### src/rtl/membus_uart_pkg.sv
// membus_uart_pkg: register offsets, STATUS bit positions and FSM state types
// shared by the membus UART peripheral.
package membus_uart_pkg;

   localparam logic [1:0] REG_TXDATA = 2'd0;
   localparam logic [1:0] REG_STATUS = 2'd1;
   localparam logic [1:0] REG_RXDATA = 2'd2;

   localparam int unsigned ST_TX_FULL    = 0;
   localparam int unsigned ST_TX_EMPTY   = 1;
   localparam int unsigned ST_TX_BUSY    = 2;
   localparam int unsigned ST_COUNT_LSB  = 8;
   localparam int unsigned ST_RX_VALID   = 16;
   localparam int unsigned ST_RX_OVERRUN = 17;

   typedef enum logic [1:0] {
      TX_IDLE,
      TX_START,
      TX_DATA,
      TX_STOP
   } tx_state_t;

   typedef enum logic [1:0] {
      RX_IDLE,
      RX_START,
      RX_DATA,
      RX_STOP
   } rx_state_t;

   function automatic logic [63:0] pack_status(
      input logic       full,
      input logic       empty,
      input logic       busy,
      input logic [7:0] count,
      input logic       rx_valid,
      input logic       rx_overrun
   );
      logic [63:0] s;
      s                      = '0;
      s[ST_TX_FULL]          = full;
      s[ST_TX_EMPTY]         = empty;
      s[ST_TX_BUSY]          = busy;
      s[ST_COUNT_LSB +: 8]   = count;
      s[ST_RX_VALID]         = rx_valid;
      s[ST_RX_OVERRUN]       = rx_overrun;
      return s;
   endfunction

endpackage

### src/rtl/membus_uart_fifo.sv
// sync_fifo: single-clock FIFO with registered occupancy count.
// Full/empty derive from the registered count; a push while full is dropped
// even if a pop happens in the same cycle.
module sync_fifo #(
   parameter int unsigned DATA_W = 8,
   parameter int unsigned DEPTH  = 16
) (
   input  logic                       clk,
   input  logic                       rst,
   input  logic                       i_push,
   input  logic [DATA_W-1:0]          i_din,
   input  logic                       i_pop,
   output logic [DATA_W-1:0]          o_dout,
   output logic                       o_full,
   output logic                       o_empty,
   output logic [$clog2(DEPTH):0]     o_count
);

   localparam int unsigned AW = $clog2(DEPTH);
   localparam int unsigned CW = AW + 1;

   logic [DATA_W-1:0] r_mem [DEPTH];
   logic [AW-1:0]     r_wr_ptr;
   logic [AW-1:0]     r_rd_ptr;
   logic [CW-1:0]     r_count;
   logic              w_do_push;
   logic              w_do_pop;

   assign o_full    = (r_count == CW'(DEPTH));
   assign o_empty   = (r_count == '0);
   assign o_count   = r_count;
   assign o_dout    = r_mem[r_rd_ptr];
   assign w_do_push = i_push & ~o_full;
   assign w_do_pop  = i_pop & ~o_empty;

   // storage array, written on accepted pushes
   always_ff @(posedge clk) begin
      if (w_do_push) begin
         r_mem[r_wr_ptr] <= i_din;
      end
   end

   // pointers and occupancy count
   always_ff @(posedge clk) begin
      if (rst) begin
         r_wr_ptr <= '0;
         r_rd_ptr <= '0;
         r_count  <= '0;
      end else begin
         if (w_do_push) begin
            r_wr_ptr <= r_wr_ptr + AW'(1);
         end
         if (w_do_pop) begin
            r_rd_ptr <= r_rd_ptr + AW'(1);
         end
         case ({w_do_push, w_do_pop})
            2'b10:   r_count <= r_count + CW'(1);
            2'b01:   r_count <= r_count - CW'(1);
            default: r_count <= r_count;
         endcase
      end
   end

endmodule

### src/rtl/membus_uart.sv
// membus_uart: memory-mapped 8N1 UART with a FIFO-buffered transmitter and
// a polled STATUS register. The optional receiver is built only when the
// macro MEMBUS_UART_RX_EN is defined; otherwise uart_rx is ignored and the
// RX status bits / RXDATA read as zero.
module membus_uart
   import membus_uart_pkg::*;
#(
   parameter int unsigned BAUD_DIV   = 868,
   parameter int unsigned FIFO_DEPTH = 16
) (
   input  logic        clk,
   input  logic        rst,
   input  logic        mem_valid,
   output logic        mem_ready,
   input  logic [31:0] mem_addr,
   input  logic        mem_wen,
   input  logic [63:0] mem_wdata,
   input  logic [7:0]  mem_wmask,
   output logic        mem_rvalid,
   output logic [63:0] mem_rdata,
   input  logic        uart_rx,
   output logic        uart_tx
);

   localparam int unsigned CW        = $clog2(FIFO_DEPTH) + 1;
   localparam logic [15:0] BAUD_LAST = 16'(BAUD_DIV - 1);

   // bus side
   logic [1:0]  w_sel;
   logic        w_accept;
   logic        w_push;
   logic        w_rd_status;
   logic        w_rd_rxdata;
   logic [63:0] w_read_val;
   logic        r_rvalid;
   logic [63:0] r_rdata;

   // FIFO side
   logic [7:0]    w_fifo_dout;
   logic          w_full;
   logic          w_empty;
   logic [CW-1:0] w_count;
   logic          w_pop;

   // TX FSM
   tx_state_t   r_tx_state, w_tx_state_nxt;
   logic [15:0] r_baud, w_baud_nxt;
   logic [2:0]  r_bit_idx, w_bit_nxt;
   logic [7:0]  r_shift, w_shift_nxt;
   logic        r_tx, w_tx_nxt;

   // RX view presented to the register map
   logic       w_rx_valid;
   logic       w_rx_overrun;
   logic [7:0] w_rx_byte;

   logic w_unused;

   assign w_sel       = mem_addr[4:3];
   assign mem_ready   = ~(mem_valid & mem_wen & (w_sel == REG_TXDATA) & mem_wmask[0] & w_full);
   assign w_accept    = mem_valid & mem_ready;
   assign w_push      = w_accept & mem_wen & (w_sel == REG_TXDATA) & mem_wmask[0];
   assign w_rd_status = w_accept & ~mem_wen & (w_sel == REG_STATUS);
   assign w_rd_rxdata = w_accept & ~mem_wen & (w_sel == REG_RXDATA);

   assign mem_rvalid  = r_rvalid;
   assign mem_rdata   = r_rdata;
   assign uart_tx     = r_tx;

   assign w_unused = ^{mem_addr[31:5], mem_addr[2:0], mem_wdata[63:8], mem_wmask[7:1],
                       uart_rx, w_rd_status, w_rd_rxdata};

   sync_fifo #(
      .DATA_W (8),
      .DEPTH  (FIFO_DEPTH)
   ) u_tx_fifo (
      .clk     (clk),
      .rst     (rst),
      .i_push  (w_push),
      .i_din   (mem_wdata[7:0]),
      .i_pop   (w_pop),
      .o_dout  (w_fifo_dout),
      .o_full  (w_full),
      .o_empty (w_empty),
      .o_count (w_count)
   );

   // register-map read mux, sampled in the accept cycle
   always_comb begin
      w_read_val = '0;
      case (w_sel)
         REG_STATUS: w_read_val = pack_status(w_full, w_empty, (r_tx_state != TX_IDLE),
                                              8'(w_count), w_rx_valid, w_rx_overrun);
         REG_RXDATA: w_read_val = {56'd0, w_rx_byte};
         default:    w_read_val = '0;
      endcase
   end

   // one response per accepted request, one cycle later; writes return zero
   always_ff @(posedge clk) begin
      if (rst) begin
         r_rvalid <= 1'b0;
         r_rdata  <= '0;
      end else begin
         r_rvalid <= w_accept;
         r_rdata  <= (w_accept & ~mem_wen) ? w_read_val : '0;
      end
   end

   // TX state and datapath registers
   always_ff @(posedge clk) begin
      if (rst) begin
         r_tx_state <= TX_IDLE;
         r_baud     <= '0;
         r_bit_idx  <= '0;
         r_shift    <= '0;
         r_tx       <= 1'b1;
      end else begin
         r_tx_state <= w_tx_state_nxt;
         r_baud     <= w_baud_nxt;
         r_bit_idx  <= w_bit_nxt;
         r_shift    <= w_shift_nxt;
         r_tx       <= w_tx_nxt;
      end
   end

   // TX next state; uart_tx is loaded one cycle ahead so the pin is a flop
   always_comb begin
      w_tx_state_nxt = r_tx_state;
      w_baud_nxt     = r_baud;
      w_bit_nxt      = r_bit_idx;
      w_shift_nxt    = r_shift;
      w_tx_nxt       = r_tx;
      w_pop          = 1'b0;
      case (r_tx_state)
         TX_IDLE: begin
            w_tx_nxt = 1'b1;
            if (!w_empty) begin
               w_pop          = 1'b1;
               w_shift_nxt    = w_fifo_dout;
               w_baud_nxt     = BAUD_LAST;
               w_tx_nxt       = 1'b0;
               w_tx_state_nxt = TX_START;
            end
         end
         TX_START: begin
            if (r_baud == '0) begin
               w_baud_nxt     = BAUD_LAST;
               w_bit_nxt      = '0;
               w_tx_nxt       = r_shift[0];
               w_tx_state_nxt = TX_DATA;
            end else begin
               w_baud_nxt = r_baud - 16'd1;
            end
         end
         TX_DATA: begin
            if (r_baud == '0) begin
               w_baud_nxt = BAUD_LAST;
               if (r_bit_idx == 3'd7) begin
                  w_tx_nxt       = 1'b1;
                  w_tx_state_nxt = TX_STOP;
               end else begin
                  w_bit_nxt   = r_bit_idx + 3'd1;
                  w_shift_nxt = {1'b0, r_shift[7:1]};
                  w_tx_nxt    = r_shift[1];
               end
            end else begin
               w_baud_nxt = r_baud - 16'd1;
            end
         end
         TX_STOP: begin
            w_tx_nxt = 1'b1;
            if (r_baud == '0) begin
               w_tx_state_nxt = TX_IDLE;
            end else begin
               w_baud_nxt = r_baud - 16'd1;
            end
         end
         default: begin
            w_tx_state_nxt = TX_IDLE;
            w_tx_nxt       = 1'b1;
         end
      endcase
   end

`ifdef MEMBUS_UART_RX_EN
   localparam logic [15:0] HALF_LAST = 16'(BAUD_DIV / 2 - 1);

   rx_state_t   r_rx_state, w_rx_state_nxt;
   logic        r_rx_s1, r_rx_s2, r_rx_d;
   logic [15:0] r_rx_cnt, w_rx_cnt_nxt;
   logic [2:0]  r_rx_idx, w_rx_idx_nxt;
   logic [7:0]  r_rx_shift, w_rx_shift_nxt;
   logic [7:0]  r_rx_data;
   logic        r_rx_valid;
   logic        r_rx_overrun;
   logic        w_rx_done;

   assign w_rx_valid   = r_rx_valid;
   assign w_rx_overrun = r_rx_overrun;
   assign w_rx_byte    = r_rx_data;

   // two-flop synchronizer plus one delayed copy for falling-edge detection
   always_ff @(posedge clk) begin
      if (rst) begin
         r_rx_s1 <= 1'b1;
         r_rx_s2 <= 1'b1;
         r_rx_d  <= 1'b1;
      end else begin
         r_rx_s1 <= uart_rx;
         r_rx_s2 <= r_rx_s1;
         r_rx_d  <= r_rx_s2;
      end
   end

   // RX state and datapath registers
   always_ff @(posedge clk) begin
      if (rst) begin
         r_rx_state <= RX_IDLE;
         r_rx_cnt   <= '0;
         r_rx_idx   <= '0;
         r_rx_shift <= '0;
      end else begin
         r_rx_state <= w_rx_state_nxt;
         r_rx_cnt   <= w_rx_cnt_nxt;
         r_rx_idx   <= w_rx_idx_nxt;
         r_rx_shift <= w_rx_shift_nxt;
      end
   end

   // RX next state: half-bit wait to the start-bit centre, then whole bits
   always_comb begin
      w_rx_state_nxt = r_rx_state;
      w_rx_cnt_nxt   = r_rx_cnt;
      w_rx_idx_nxt   = r_rx_idx;
      w_rx_shift_nxt = r_rx_shift;
      w_rx_done      = 1'b0;
      case (r_rx_state)
         RX_IDLE: begin
            if (r_rx_d & ~r_rx_s2) begin
               w_rx_cnt_nxt   = HALF_LAST;
               w_rx_state_nxt = RX_START;
            end
         end
         RX_START: begin
            if (r_rx_cnt == '0) begin
               if (r_rx_s2) begin
                  w_rx_state_nxt = RX_IDLE;
               end else begin
                  w_rx_cnt_nxt   = BAUD_LAST;
                  w_rx_idx_nxt   = '0;
                  w_rx_state_nxt = RX_DATA;
               end
            end else begin
               w_rx_cnt_nxt = r_rx_cnt - 16'd1;
            end
         end
         RX_DATA: begin
            if (r_rx_cnt == '0) begin
               w_rx_shift_nxt = {r_rx_s2, r_rx_shift[7:1]};
               w_rx_cnt_nxt   = BAUD_LAST;
               if (r_rx_idx == 3'd7) begin
                  w_rx_state_nxt = RX_STOP;
               end else begin
                  w_rx_idx_nxt = r_rx_idx + 3'd1;
               end
            end else begin
               w_rx_cnt_nxt = r_rx_cnt - 16'd1;
            end
         end
         RX_STOP: begin
            if (r_rx_cnt == '0) begin
               w_rx_done      = 1'b1;
               w_rx_state_nxt = RX_IDLE;
            end else begin
               w_rx_cnt_nxt = r_rx_cnt - 16'd1;
            end
         end
         default: w_rx_state_nxt = RX_IDLE;
      endcase
   end

   // RX holding register; a completion in the same cycle as a read wins
   always_ff @(posedge clk) begin
      if (rst) begin
         r_rx_data    <= '0;
         r_rx_valid   <= 1'b0;
         r_rx_overrun <= 1'b0;
      end else begin
         if (w_rd_rxdata) begin
            r_rx_valid <= 1'b0;
         end
         if (w_rd_status) begin
            r_rx_overrun <= 1'b0;
         end
         if (w_rx_done) begin
            r_rx_data  <= r_rx_shift;
            r_rx_valid <= 1'b1;
            if (r_rx_valid && !w_rd_rxdata) begin
               r_rx_overrun <= 1'b1;
            end
         end
      end
   end
`else
   assign w_rx_valid   = 1'b0;
   assign w_rx_overrun = 1'b0;
   assign w_rx_byte    = '0;
`endif

endmodule

### config.mk
export PLATFORM = sky130hd
export DESIGN_NAME = membus_uart
export DESIGN_NICKNAME = d
export VERILOG_FILES = /design/src/rtl/membus_uart_pkg.sv /design/src/rtl/membus_uart_fifo.sv /design/src/rtl/membus_uart.sv
export SDC_FILE = /design/constraint.sdc
export NUM_CORES = 1
export LEC_CHECK = 0
export ABC_AREA = 1
export CORE_MARGIN = 10
export CORE_UTILIZATION = 50
export CTS_CLUSTER_DIAMETER = 80
export DETAILED_ROUTE_END_ITERATION = 12
export GPL_ROUTABILITY_DRIVEN = 0
export MAX_ROUTING_LAYER = met4
export PLACE_DENSITY = 0.78
export SLEW_MARGIN = 20
export SYNTH_ARGS = -nofsm -noshare
export SYNTH_HDL_FRONTEND = slang
export SYNTH_HIERARCHICAL = 1
export SYNTH_SLANG_ARGS = --single-unit
### constraint.sdc
create_clock -name clk -period 5.7 [get_ports clk]
set_clock_uncertainty 0.2 [all_clocks]
set_input_delay 0.57 -clock clk [delete_from_list [all_inputs] [get_ports clk]]
set_output_delay 0.57 -clock clk [all_outputs]
set_load 0.005 [all_outputs]
# Word-level counts from Yosys, hierarchy flattened
# Memories as Yosys holds them, arrays and structs flattened. A register that Yosys moved wholly into a read port is not among the register bits.
# Index checks and enable logic that the tools add are counted.
# word_totals
output_inout_bits,67
regBits,108
wordCells,96
n_memories,1
input_bits,109
ramBits,128
# mem_list
name,words,width,rd,rd_ports_with_merged_regs,wr,line_no,text
u_tx_fifo.r_mem,16,8,1,1,1,membus_uart_fifo.sv:22,logic [DATA_W-1:0] r_mem [DEPTH];
# op_classes
n_mux,30
n_reduce_logical,16
eq_ne,15
addsub,6
bitwise,17
# op_table
operator,count
two-way mux 16 bit,3
case mux 16 bit (3 select lines),1
two-way mux 8 bit,3
logical NOT 16 bit,1
case mux 8 bit (2 select lines),1
"subtractor 16 x 1 -> 16 bit, second input constant",1
"!= test 2 bit, second input constant",7
bitwise AND 1 bit,11
two-way mux 2 bit,5
case mux 5 bit (2 select lines),1
two-way mux 3 bit,3
"adder 4 x 1 -> 4 bit, second input constant",2
two-way mux 1 bit,8
two-way mux 4 bit,2
case mux 2 bit (4 select lines),1
AND reduction 4 bit,2
nonzero test 2 bit,4
"equality test 2 x 1 -> 1 bit, second input constant",3
"equality test 2 bit, second input constant",3
inverter 1 bit,6
case mux 3 bit (2 select lines),1
"adder 5 x 1 -> 5 bit, second input constant",1
"equality test 5 bit, second input constant",1
logical NOT 5 bit,1
9 further kinds,12

# Longest topological paths before layout
# Gate-level depths: netlist of run 1.
# depth
ltp_word,12
mapped_depth,18
mapped_depth_nobuf,17

# By module
# Netlist of run 1, hierarchy kept.
# modules_own_cells
module,n_inst,seq_area_each_um2,area_each_um2,cells_each
sync_fifo,1,4184.0,6075.8,474
membus_uart,1,780.7,2529.9,373

# Worst setup path after synthesis of run 1
# Ideal clock, no wire load.
# synth_path
path_type,register to register
start,register r_tx_state[0]
end,"register u_tx_fifo.r_count[4], in the netlist u_tx_fifo/o_count[4]"
n_path_buf,1
setup_time_ps,109
stages_incl_launch_ff,18
synth_period_minus_slack_ps,2552
t_required_ps,5391
arrival_time_ps,2243
path_slack_ps,3148
path_cell_list,dfxtp_1 -> inv_1 -> ha_1 -> clkbuf_1 -> inv_1 -> nor2_1 -> nand2_4 -> inv_4 -> ha_1 -> xor2_1 -> ha_1 -> inv_1 -> nand2_2 -> nand2_2 -> nand3_1 -> nand3_1 -> nand2_1 -> inv_1
# synth_between
elab_chain_len,5
word_cells_on_any_way,7
cone_classes,2 x eq/ne; 2 x mux; 1 x bitwise; 2 x reduce/logical
# synth_rtl
item,line_no,text
start: declaration,membus_uart.sv:46,"tx_state_t r_tx_state, w_tx_state_nxt;"
start signal: assignment,membus_uart.sv:119,r_tx_state <= w_tx_state_nxt;
logical NOT 2 bit *,membus_uart.sv:135,case (r_tx_state)
two-way mux 1 bit *,membus_uart.sv:135,
named net w_pop,membus_uart.sv:43,logic w_pop;
bitwise AND 1 bit *,membus_uart_fifo.sv:34,assign w_do_pop = i_pop & ~o_empty;
named net u_tx_fifo.w_do_pop,membus_uart_fifo.sv:27,logic w_do_pop;
equality test 2 x 1 -> 1 bit or equality test 2 bit (tied branches),membus_uart_fifo.sv:56,"case ({w_do_push, w_do_pop})"
case mux 5 bit (2 select lines) or nonzero test 2 bit (tied branches),--,
end signal: assignment,membus_uart_fifo.sv:57,2'b10: r_count <= r_count + CW'(1);
end signal: assignment,membus_uart_fifo.sv:58,2'b01: r_count <= r_count - CW'(1);
end signal: assignment,membus_uart_fifo.sv:59,default: r_count <= r_count;
end: declaration,membus_uart_fifo.sv:25,logic [CW-1:0] r_count;
# Mark *: on every way through the listed nets, which the timed path passes. The rest lies on a longest branch.
# A chain may end at the register's enable or synchronous reset.

# Worst setup path after layout of run 1
# layout_path
start,register r_tx_state[1]
end,"register u_tx_fifo.r_count[4], in the netlist u_tx_fifo/o_count[4]"
# Same word-level chain as after synthesis.

==> results.md, run 1 <==
- Dpl ws: 2.51 ns
- Port-buffer cells: 25
- # DRC: 0
- DR iter-0 viols: 465
- RSZ-0062 raised after global routing: no
- First-pass DRT Iterations: 6
- Antenna cells: 0
- Nets: 987
- Vias in the first global route: about 5300
- Post-route antenna net violation count: 0
- Hpwl dp: 10.9 mm
- Vias/cell: 5.21
- Ys async rst share: 0%
- WL final: 17.0 mm
- Minimum clock period: between 2 and 3 ns
- Post-synthesis adder-cell area fraction: 2.18%
- Achievable Freq: approximately 350 MHz
- Compound-cell area share of the yosys netlist: 10.4%
- Final setup viols: 0
- Die ar.: around 23000 um^2
- Leak: 3.58 nW
- Synth unique cells: 36
- Setup TNS Final: 0 ns
- Max Slew Vio Count: 0
- Initial antenna violation count: 0
- Ys Warns: 6
- Mux cell area share after synthesis: 3.84%
- Dominant synthesized flop cell: edfxtp_1
- Die X: 151 um
- Simple-gate area share of the yosys netlist: around 14%
- Layout area overhead: 8.90%
- Grt ovf: 0
- Post-CTS setup buffers: 0
- Starting density of the core: 51.5%
- Final period utilization: 50.1%
- Largest net degree at the start of global routing: 97
- Post-synthesis sequential area ratio: 57.7%
- CTS tree: built
- Synthesis-stage register bit count: 184
- Critical path data arrival time: 2.99 ns
- Clock Pin Slew Worst Setup and Hold Paths: ~0.070 ns
- Max-Cap Viols: 0
- IO Pins: between 150 and 200
- Root buffer cell: clkbuf_16
- Post-Synth XOR/XNOR Area: 0.712%
- FILL cells: about 1400
- Final Hold Vio Count: 0
- Worst-margin pin slew: 1.10 ns
- First-pass GRT wire length: 26.6 mm
- Gr usage total: between 15 and 20%
- Main combinational cell family by area after synthesis: simple AND/OR/NAND/NOR gates
- Layout cells sized above 1: 7.31%
- CTS resizes: 0
- Hold_buf cts: 0
- Drt wl/cell: 15.5 um
- HP Class: reg -> reg
- Peak VDD IR: between 0.2 and 0.3 mV
- Syn Area/Cell: between 10 and 15 um^2
- Worst-Skew Late Latency: roughly 0.43 ns
- CP endpoint kind: flop
- Via Count: 5710
- Crit Path Max Fanout: 13
- Pwr dens: approximately 470 nW/um^2
- EDFF count, synth: between 100 and 150
- Final worst setup slack: 2.84 ns
- H-tree levels: 4
- CTS Buffer Depth: 2
- Hold_ws: 0.267 ns
- Relative slew slack: a little over a quarter
- Status: finished, final reports clean
- Row Count: 47
- Mapped Cells: 847
- Synth Cell Area: 8610 um^2
- Core ar.: ~17000 um^2
- Die H: around 150 um
- Setup Crit Path Kind: reg -> reg
- Crit start category: flop
- WP data required: about 6 ns
- TritonCTS Buffers: 17
- CTS Sinks: 184
[cell type report]
cell class / instances / area, um^2 / share of cell area (%)
clock buffers: 18 / 429 / 4.58
clock inverters: 14 / 180 / 1.92
inverters: 100 / 380 / 4.06
multi-input cells: 534 / 2880 / 30.7
flip-flops and latches: 184 / 4970 / 53.0
well taps: 220 / 275 / 2.94
repair buffers: 26 / 258 / 2.75
[kinds of logic (layout without fill, tap and decap cells)]
group / Yosys count / count (layout)
flip-flops: 184 / 184
buffers and inverters: 184 / 158
other: 1 / 56
adder cells (fa/ha/maj): 15 / 15
AO/OA/AOI/OAI: 158 / 158
XOR/XNOR: 7 / 7
multiplexers: 33 / 33
AND/OR/NAND/NOR: 265 / 265
[metrics by stage]
stage	power, mW	instance area, um^2	instances	util, %
floorplan	2.91	8810	902	-
global placement	3.14	8760	1064	52.5
detailed placement	3.17	8760	1064	52.5
CTS	4.37	9370	1096	56.1
global route	4.66	9370	1096	56.1
finish	4.37	9370	1096	56.1
[synthesized netlist by cell type (5+ instances only)]
| library cell | count | share of area [%] |
|---|---|---|
| a21oi_1 | 60 | 3.5 |
| buf_2 | 5 | 0.29 |
| buf_4 | 58 | 5.1 |
| buf_6 | 5 | 0.65 |
| clkbuf_1 | 15 | 0.65 |
| dfxtp_1 | 56 | 13 |
| edfxtp_1 | 128 | 45 |
| ha_1 | 15 | 2.2 |
| inv_1 | 96 | 4.2 |
| mux2i_1 | 33 | 3.8 |
| nand2_1 | 98 | 4.3 |
| nand2_2 | 6 | 0.44 |
| nand2_4 | 5 | 0.65 |
| nand3_1 | 43 | 2.5 |
| nand4_1 | 11 | 0.80 |
| nor2_1 | 84 | 3.7 |
| nor2_2 | 8 | 0.58 |
| o211ai_1 | 32 | 2.8 |
| o21ai_0 | 61 | 3.5 |
| xor2_1 | 6 | 0.61 |
[sequential cells by signal (all words and copies together), names as in the netlist, named ones only]
register / cells
r_shift: 8
mem_rdata: 8
u_tx_fifo/r_wr_ptr: 4
mem_rvalid: 1
r_tx_state: 2
u_tx_fifo/r_mem: 128
u_tx_fifo/o_count: 5
r_bit_idx: 3
r_baud: 16
uart_tx: 1
u_tx_fifo/r_rd_ptr: 4
[placed cells by master, fill, tap and decap left out, drive strengths merged, types with 2 or more instances in the layout]
cell             n
conb            56
a21oi           60
nand4           11
bufinv           2
o211ai          32
clkinv           4
dfxtp           56
ha              15
mux2i           33
o21ai           61
clkinvlp         2
nand2          109
nand3           47
nor3             2
or2              2
inv            106
clkbuf          18
clkdlybuf4s50   25
edfxtp         128
nor2            93
xor2             6
[critical path, stage by stage, from the launching register on]
cell,delay [ns]
dfxtp_1,0.34
inv_1,0.10
ha_1,0.46
inv_1,0.08
nor2_1,0.27
nand2_4,0.11
inv_4,0.10
ha_1,0.26
xor2_1,0.21
ha_1,0.18
inv_1,0.05
nand2_2,0.08
nand2_2,0.06
nand3_1,0.08
nand3_1,0.08
nand2_1,0.07
inv_1,0.03
[worst paths after layout]
path | slack, ns | startpoint | endpoint | depth (start not counted)
min reg2reg | 0.27 | r_shift[2] | r_shift[2] | 2
max reg2reg | 2.84 | r_tx_state[1] | u_tx_fifo/o_count[4] | 16
max | 2.84 | r_tx_state[1] | u_tx_fifo/o_count[4] | 16
min | 0.27 | r_shift[2] | r_shift[2] | 2
[per-layer routing]
layer	track usage (%)	wire length [um]
met5	-	0
met4	5.97	265
met1	17.5	6880
met3	3.49	1440
met2	25.4	8440
[power breakdown]
group	switching, mW	internal, mW
Combinational	0.952	0.515
Clock	0.537	0.667
Sequential	0.159	1.54
(Power assumes the default switching activity.)
==> run 2, diff against run 1 <==
--- a/config.mk
+++ b/config.mk
@@ -7,12 +7,12 @@
 export LEC_CHECK = 0
 export ABC_AREA = 1
 export CORE_MARGIN = 10
-export CORE_UTILIZATION = 50
+export CORE_UTILIZATION = 47
 export CTS_CLUSTER_DIAMETER = 80
 export DETAILED_ROUTE_END_ITERATION = 12
 export GPL_ROUTABILITY_DRIVEN = 0
 export MAX_ROUTING_LAYER = met4
-export PLACE_DENSITY = 0.78
+export PLACE_DENSITY = 0.77
 export SLEW_MARGIN = 20
 export SYNTH_ARGS = -nofsm -noshare
 export SYNTH_HDL_FRONTEND = slang
==> constraint.sdc (replaced) <==
create_clock -name clk -period 2.35 [get_ports clk]
set_clock_uncertainty 0.2 [all_clocks]
set_input_delay 0.235 -clock clk [delete_from_list [all_inputs] [get_ports clk]]
set_output_delay 0.235 -clock clk [all_outputs]
set_load 0.005 [all_outputs]
==> run 2 against run 1 <==
  * Non-clock buffer count grew 39
  * Clock-buffer cell count is 1 higher
  * Largest cell class unchanged
  * Routed wire length about the same
  * Register-to-register slack got worse by 2.7 ns
  * Combinational power grew to 2.7 times the previous value
  * First-iteration DRC count down 5.2%
  * Global-route usage down 0.68 points
  * Critical path type unchanged
  * Critical path depth unchanged
  * Utilization is 2.2 points lower
  * Clock power increased by 120%
  * Sequential share of layout area is 1.7 points lower
  * Total power rose by 140%
==> results.md, run 2 (same netlist as run 1, synthesis figures left out) <==
- Slowest stage delay, CP: around 0.34 ns
- Hpwl dp: 11.5 mm
- # DRC: 0
- Antenna cells: 0
- Reg2reg end: u_tx_fifo/o_count[4]
- Root buffer cell: clkbuf_16
- Final Hold Vio Count: 0
- Status: finished, final reports clean
- Final period utilization: 95.7%
- DR iter-0 viols: 441
- Nets: 1026
- Worst-margin pin slew: 0.644 ns
- R2r setup slk: a little over 0.1 ns
- Commonest non-fill, non-tap cell in the layout: edfxtp_1
- CP Cell Sequence: inv_1 > ha_1 > inv_1 > nor2_4 > nand2_4 > inv_4 > ha_4 > xor2_2 > ha_1 > inv_1 > nand2_2 > nand2_2 > nand3_1 > nand3_1 > nand2_1 > inv_1
- Critical path data arrival time: 2.39 ns
- Max-Cap Viols: 0
- Worst reg-to-reg path cell count: 16
- Crit path depth: 16
- Starting density of the core: 47.9%
- HP Class: in -> reg
- CTS Buffer Depth: 2
- CTS Sinks: 184
- Port-buffer cells: 25
- Pwr dens: 1090 nW/um^2
- Worst-Skew Late Latency: 0.44 ns
- Grt ovf: 0
- Row Count: 49
- Largest net degree at the start of global routing: 48
- Biggest register: u_tx_fifo/r_mem
- Max FFs per register: 128
- Minimum clock period: 2.25 ns
- Initial antenna violation count: 0
- Core ar.: 18000 um^2
- First-pass GRT wire length: 27.4 mm
- Layout area overhead: 12.6%
- Achievable Freq: 445 MHz
- Clock Pin Slew Worst Setup and Hold Paths: 0.06 ns
- H-tree levels: 4
- Setup Crit Path Kind: reg -> reg
- Die X: 155 um
- Critical Path Slowest Stage Cell: dfxtp_2
- Post-CTS setup buffers: 0
- Final setup viols: 0
- Largest regs: u_tx_fifo/r_mem x128, r_baud x16
- Relative slew slack: between 50 and 60%
- Vias/cell: 5.12
- Peak VDD IR: 0.614 mV
- Max Slew Vio Count: 0
- WP data required: 2.49 ns
- Crit start category: flop
- IO Pins: 176
- Leak: 3.75 nW
- Cell mode on critical path: inv_1
- Total power: 10.6 mW
- Critical Path End: u_tx_fifo/o_count[4]
- Most frequent cells in the layout: 128 x edfxtp_1, 98 x nand2_1, 94 x inv_1
- Worst Setup SP: r_tx_state[0]
- Layout cells sized above 1: 12.0%
- TritonCTS Buffers: 17
- Post-route antenna net violation count: 0
- Gr usage total: 14.5%
- Worst path top cell family by delay: simple AND/OR/NAND/NOR gates
- Hold_ws: 0.201 ns
- Via Count: 5853
- WP buf/inv: 5
- R2r startpoint: r_tx_state[0]
- Crit Path Max Fanout: 4
- Die H: about 160 um
- Vias in the first global route: 5565
- Die ar.: 24100 um^2
- Drt wl/cell: 14.9 um
- CP endpoint kind: flop
- First-pass DRT Iterations: 5
- CTS tree: built
- WL final: 17.0 mm
[run 2: cell count changes in the layout (fill, tap and decap cells not counted), sizes merged]
cell           delta
buf              +39
bufinv            -2
clkbuf            +1
clkdlybuf4s50     -1
clkinv            -1
clkinvlp          +1
dlygate4sd2       +1
inv               +1
[run 2: layout make-up]
type	instances	area (um^2)
fillers	1533	8280
flip-flops and latches	184	4970
inverters	100	380
clock buffers	19	433
repair buffers	65	587
well taps	229	287
clock inverters	13	106
multi-input cells	534	2920
[run 2: power by group]
part	total [mW]	switching [mW]	internal, mW
Clock	2.62	1.24	1.38
Sequential	3.96	0.230	3.73
Combinational	4.02	2.52	1.50
Total	10.6	3.98	6.61
[run 2: layer usage]
| layer | vias to the layer above | track usage [%] | part of all wire (%) |
|---|---|---|---|
| met1 | 2749 | 16.9 | 42 |
| met2 | 196 | 23.3 | 49 |
| met3 | 24 | 4.11 | 7.1 |
| li1 | 2884 | - | - |
| met4 | 0 | 6.06 | 1.8 |
| met5 | - | - | 0 |
[run 2: worst min path at each step]
stage	start	to	slack, ns	cells past startpoint
after floorplan	rst	flop	0.11	1
final	mem_valid	mem_rvalid	0.20	3
after global placement	r_shift[5]	r_shift[5]	0.25	2
after CTS	mem_valid	mem_rvalid	0.19	3
after global routing	mem_valid	mem_rvalid	0.22	3
after detailed placement	r_shift[3]	r_shift[3]	0.26	2
[run 2: tightest hold or removal path: cells and delay by family]
| family | cells | cell delay [ns] |
|---|---|---|
| buf+inv | 2 | 0.47 |
| simple gates | 1 | 0.09 |
[run 2: what timing repair did]
item / CTS / global route
pin swaps: 1 / 0
setup endpoints to repair: 1 / 3
gates cloned: 0 / 0
hold buffers: 0 / 0
resized for setup: 1 / 9
[run 2: through the flow]
step | TNS (ns) | utilization [%] | area, um^2 | setup WS, ns | instances
global route | -0.0445 | 53.9 | 9690 | -0.0380 | 1144
CTS | 0 | 53.7 | 9650 | 0.0118 | 1144
global placement | -2.07 | 50.7 | 9110 | -0.117 | 1112
finish | 0 | 53.9 | 9690 | 0.102 | 1144
detailed placement | -6.52 | 50.7 | 9110 | -0.168 | 1112
floorplan | 0 | - | 8820 | 0.0000138 | 902
==> run 3, diff against run 2 <==
--- a/config.mk
+++ b/config.mk
@@ -16,5 +16,4 @@
 export SLEW_MARGIN = 20
 export SYNTH_ARGS = -nofsm -noshare
 export SYNTH_HDL_FRONTEND = slang
-export SYNTH_HIERARCHICAL = 1
 export SYNTH_SLANG_ARGS = --single-unit
==> constraint.sdc (replaced) <==
create_clock -name clk -period 2.35 [get_ports clk]
set_clock_uncertainty 0.2 [all_clocks]
set_input_delay 0.47 -clock clk [delete_from_list [all_inputs] [get_ports clk]]
set_output_delay 0.47 -clock clk [all_outputs]
set_load 0.005 [all_outputs]
==> run 3 against run 2 <==
  * Total power increased by 1.4%
  * Setup slack got worse by 0.0071 ns
  * Clock power increased by 8.8%
  * Clock-buffer cell count decreased by 1
  * Critical path type unchanged
  * Sequential share of layout area decreased by 0.73 points
==> results.md, run 3 <==
- Vias in the first global route: approximately 6000
- Clock Pin Slew Worst Setup and Hold Paths: 0.07 ns
- WL final: ~18 mm
- Layout cells sized above 1: 12.2%
- Register Area: between 4000 and 5000 um^2
- Ys async rst share: 0%
- HP Class: in -> reg
- Routing usage on met2: 24.8%
- Post-route antenna net violation count: 0
- Achievable Freq: 443 MHz
- WP data required: 2.51 ns
- Met1 Usage GRT: 17.8%
- Largest regs: u_tx_fifo.r_mem x128, r_baud x16
- Die H: 156 um
- Slowest stage delay, CP: 0.32 ns
- Synth unique cells: 37
- Crit path depth: 15
- Gr usage total: 15.1%
- Cell mode on critical path: nand2_1
- Area of the multi-input gates: approximately 3000 um^2
- Critical Path Slowest Stage Cell: dfxtp_1
- R2r setup slk: 0.09 ns
- WHS Path Cells: 3
- Synth Cell Area: 8650 um^2
- Biggest register: u_tx_fifo.r_mem
- CTS Buffer Depth: 2
- Worst Setup SP: u_tx_fifo.o_count[1]
- CP Cell Sequence: nor2_2 > nand2_2 > nor2_2 > inv_1 > nand2_1 > buf_4 > buf_4 > ha_1 > nand2_1 > o21bai_1 > inv_1 > nand2_2 > xor2_1 > nand2_1 > a21oi_1
- Reg2reg end: u_tx_fifo.o_count[4]
- TritonCTS Buffers: 17
- CTS Sinks: 184
- FILL cells: between 1500 and 2000
- Busiest grt layer: met2
- DR iter-0 viols: between 400 and 500
- Drt wl/cell: between 10 and 15 um
- H-tree levels: 4
- Largest net degree at the start of global routing: 47
- Status: finished, final reports clean
- Root buffer cell: clkbuf_16
- Syn Area/Cell: 9.12 um^2
- Port-buffer cells: 25
- Starting density of the core: 48.0%
- Fin cells: 1244
- Core ar.: 18000 um^2
- Ys Warns: 0
- Crit Path Max Fanout: 6
- Relative slew slack: 55.5%
- Post-synthesis sequential area ratio: 57.4%
- Die ar.: ~24000 um^2
- Hold_buf cts: 0
- RSZ-0062 raised after global routing: yes
- Max Slew Vio Count: 0
- Commonest cells in the netlist: 240 x nand2_1, 128 x edfxtp_1, 100 x inv_1, 96 x nor2_1, 94 x nand3_1
- Nets: 1127
- Peak VDD IR: 0.875 mV
- Setup Crit Path Kind: reg -> reg
- Crit start category: flop
- Final setup viols: 0
- Minimum clock period: between 2 and 2.5 ns
- Yosys top cell area share: around 44%
- Most frequent cells in the layout: 235 x nand2_1, 128 x edfxtp_1, 98 x inv_1
- Pwr dens: 1090 nW/um^2
- Critical Path End: u_tx_fifo.o_count[4]
- EDFF count, synth: 128
- Synthesis-stage register bit count: between 150 and 200
- Area contributors post-synth: edfxtp_1 44%, dfxtp_1 13%, nand2_1 10%, nand3_1 5.4%, buf_4 5.0%
- Grt ovf: 0
- Critical path data arrival time: 2.41 ns
- Worst-margin pin slew: 0.667 ns
- Commonest non-fill, non-tap cell in the layout: nand2_1
- Row Count: 49
- Die X: 156 um
- First-pass GRT wire length: 28.9 mm
- Final Hold Vio Count: 0
- Placed insts: 1209
- Worst reg-to-reg path cell count: 15
- Max-Cap Viols: 0
- First-pass DRT Iterations: 5
- Worst path top cell family by delay: simple AND/OR/NAND/NOR gates
- Via Count: 6200
- Vias/cell: 4.98
- # DRC: 0
- WP buf/inv: 4
- Antenna cells: 0
- Hold_ws: 0.139 ns
- Final period utilization: 96.0%
- Count leader, synth: nand2_1
- Layout area overhead: 13.6%
- Initial antenna violation count: 0
- Mapped Cells: about 950
- Dominant synthesized flop cell: edfxtp_1
- CP endpoint kind: flop
- IO Pins: ~180
- Hpwl dp: 11.9 mm
- CTS tree: built
- Max FFs per register: 128
- R2r startpoint: u_tx_fifo.o_count[1]
- Worst-Skew Late Latency: 0.44 ns
- Leak: 4.18 nW
- Met3 usage: 3.69%
- Synth area leader: edfxtp_1
## run 3: what timing repair did
action / 4_1_cts / 5_1_grt
setup buffers: 0 / 3
setup endpoints to repair: 2 / 3
resized for setup: 4 / 22
pin swaps: 0 / 12
## run 3: worst min-delay path: cells and delay by family
kind	cells	cell delay [ns]
and+or+nand+nor	2	0.12
buffers and inverters	1	0.13
## run 3: how the worst min path moves through the flow
stage / from / endpoint
2_1_floorplan: r_shift[2] / r_shift[2]
3_3_place_gp: r_shift[4] / r_shift[4]
3_5_place_dp: r_shift[3] / r_shift[3]
4_1_cts: r_shift[2] / r_shift[2]
5_1_grt: mem_valid / mem_rvalid
6_report: mem_valid / mem_rvalid
## run 3: kinds of logic (layout without fill, tap and decap cells)
group	count (synthesis)	count (layout)	share of synthesized area, %
AOI/OAI and AO/OA	82	82	5.42
xor gates and xnor gates	11	11	1.11
adders and majority gates	16	16	2.31
buffers and inverters	198	210	11.5
DFF	184	184	57.4
other	1	56	0.0434
and+or+nand+nor	456	456	22.2
## run 3: final cells by class
type	count	area share [%]
Tap cell	229	2.92
Timing Repair Buffer	69	6.15
Sequential cell	184	50.6
Multi-Input combinational cell	621	30.1
Inverter	109	4.22
Clock inverter	14	1.69
Clock buffer	18	4.37
## run 3: report_power, final
part	switching, mW	internal, mW
clock network	1.26	1.59
logic	2.55	1.44
registers	0.186	3.71
## run 3: through the flow
stage / setup WS (ns) / setup TNS [ns] / utilization [%] / area (um^2) / total power [mW]
2_1_floorplan: 0.0192 / 0 / - / 8860 / 6.88
3_3_place_gp: -0.450 / -33.64 / 50.7 / 9130 / 7.65
3_5_place_dp: -0.493 / -38.05 / 50.7 / 9130 / 7.75
4_1_cts: 0.0159 / 0 / 54.0 / 9730 / 10.6
5_1_grt: -0.0921 / -0.0921 / 54.5 / 9820 / 11.5
6_report: 0.0946 / 0 / 54.5 / 9820 / 10.7
## run 3: metal layers
| layer | vias to the layer above | part of all wire, % |
|---|---|---|
| li1 | 3058 | - |
| met4 | 0 | 1.6 |
| met1 | 2913 | 41 |
| met5 | - | 0 |
| met2 | 204 | 49 |
| met3 | 25 | 7.9 |
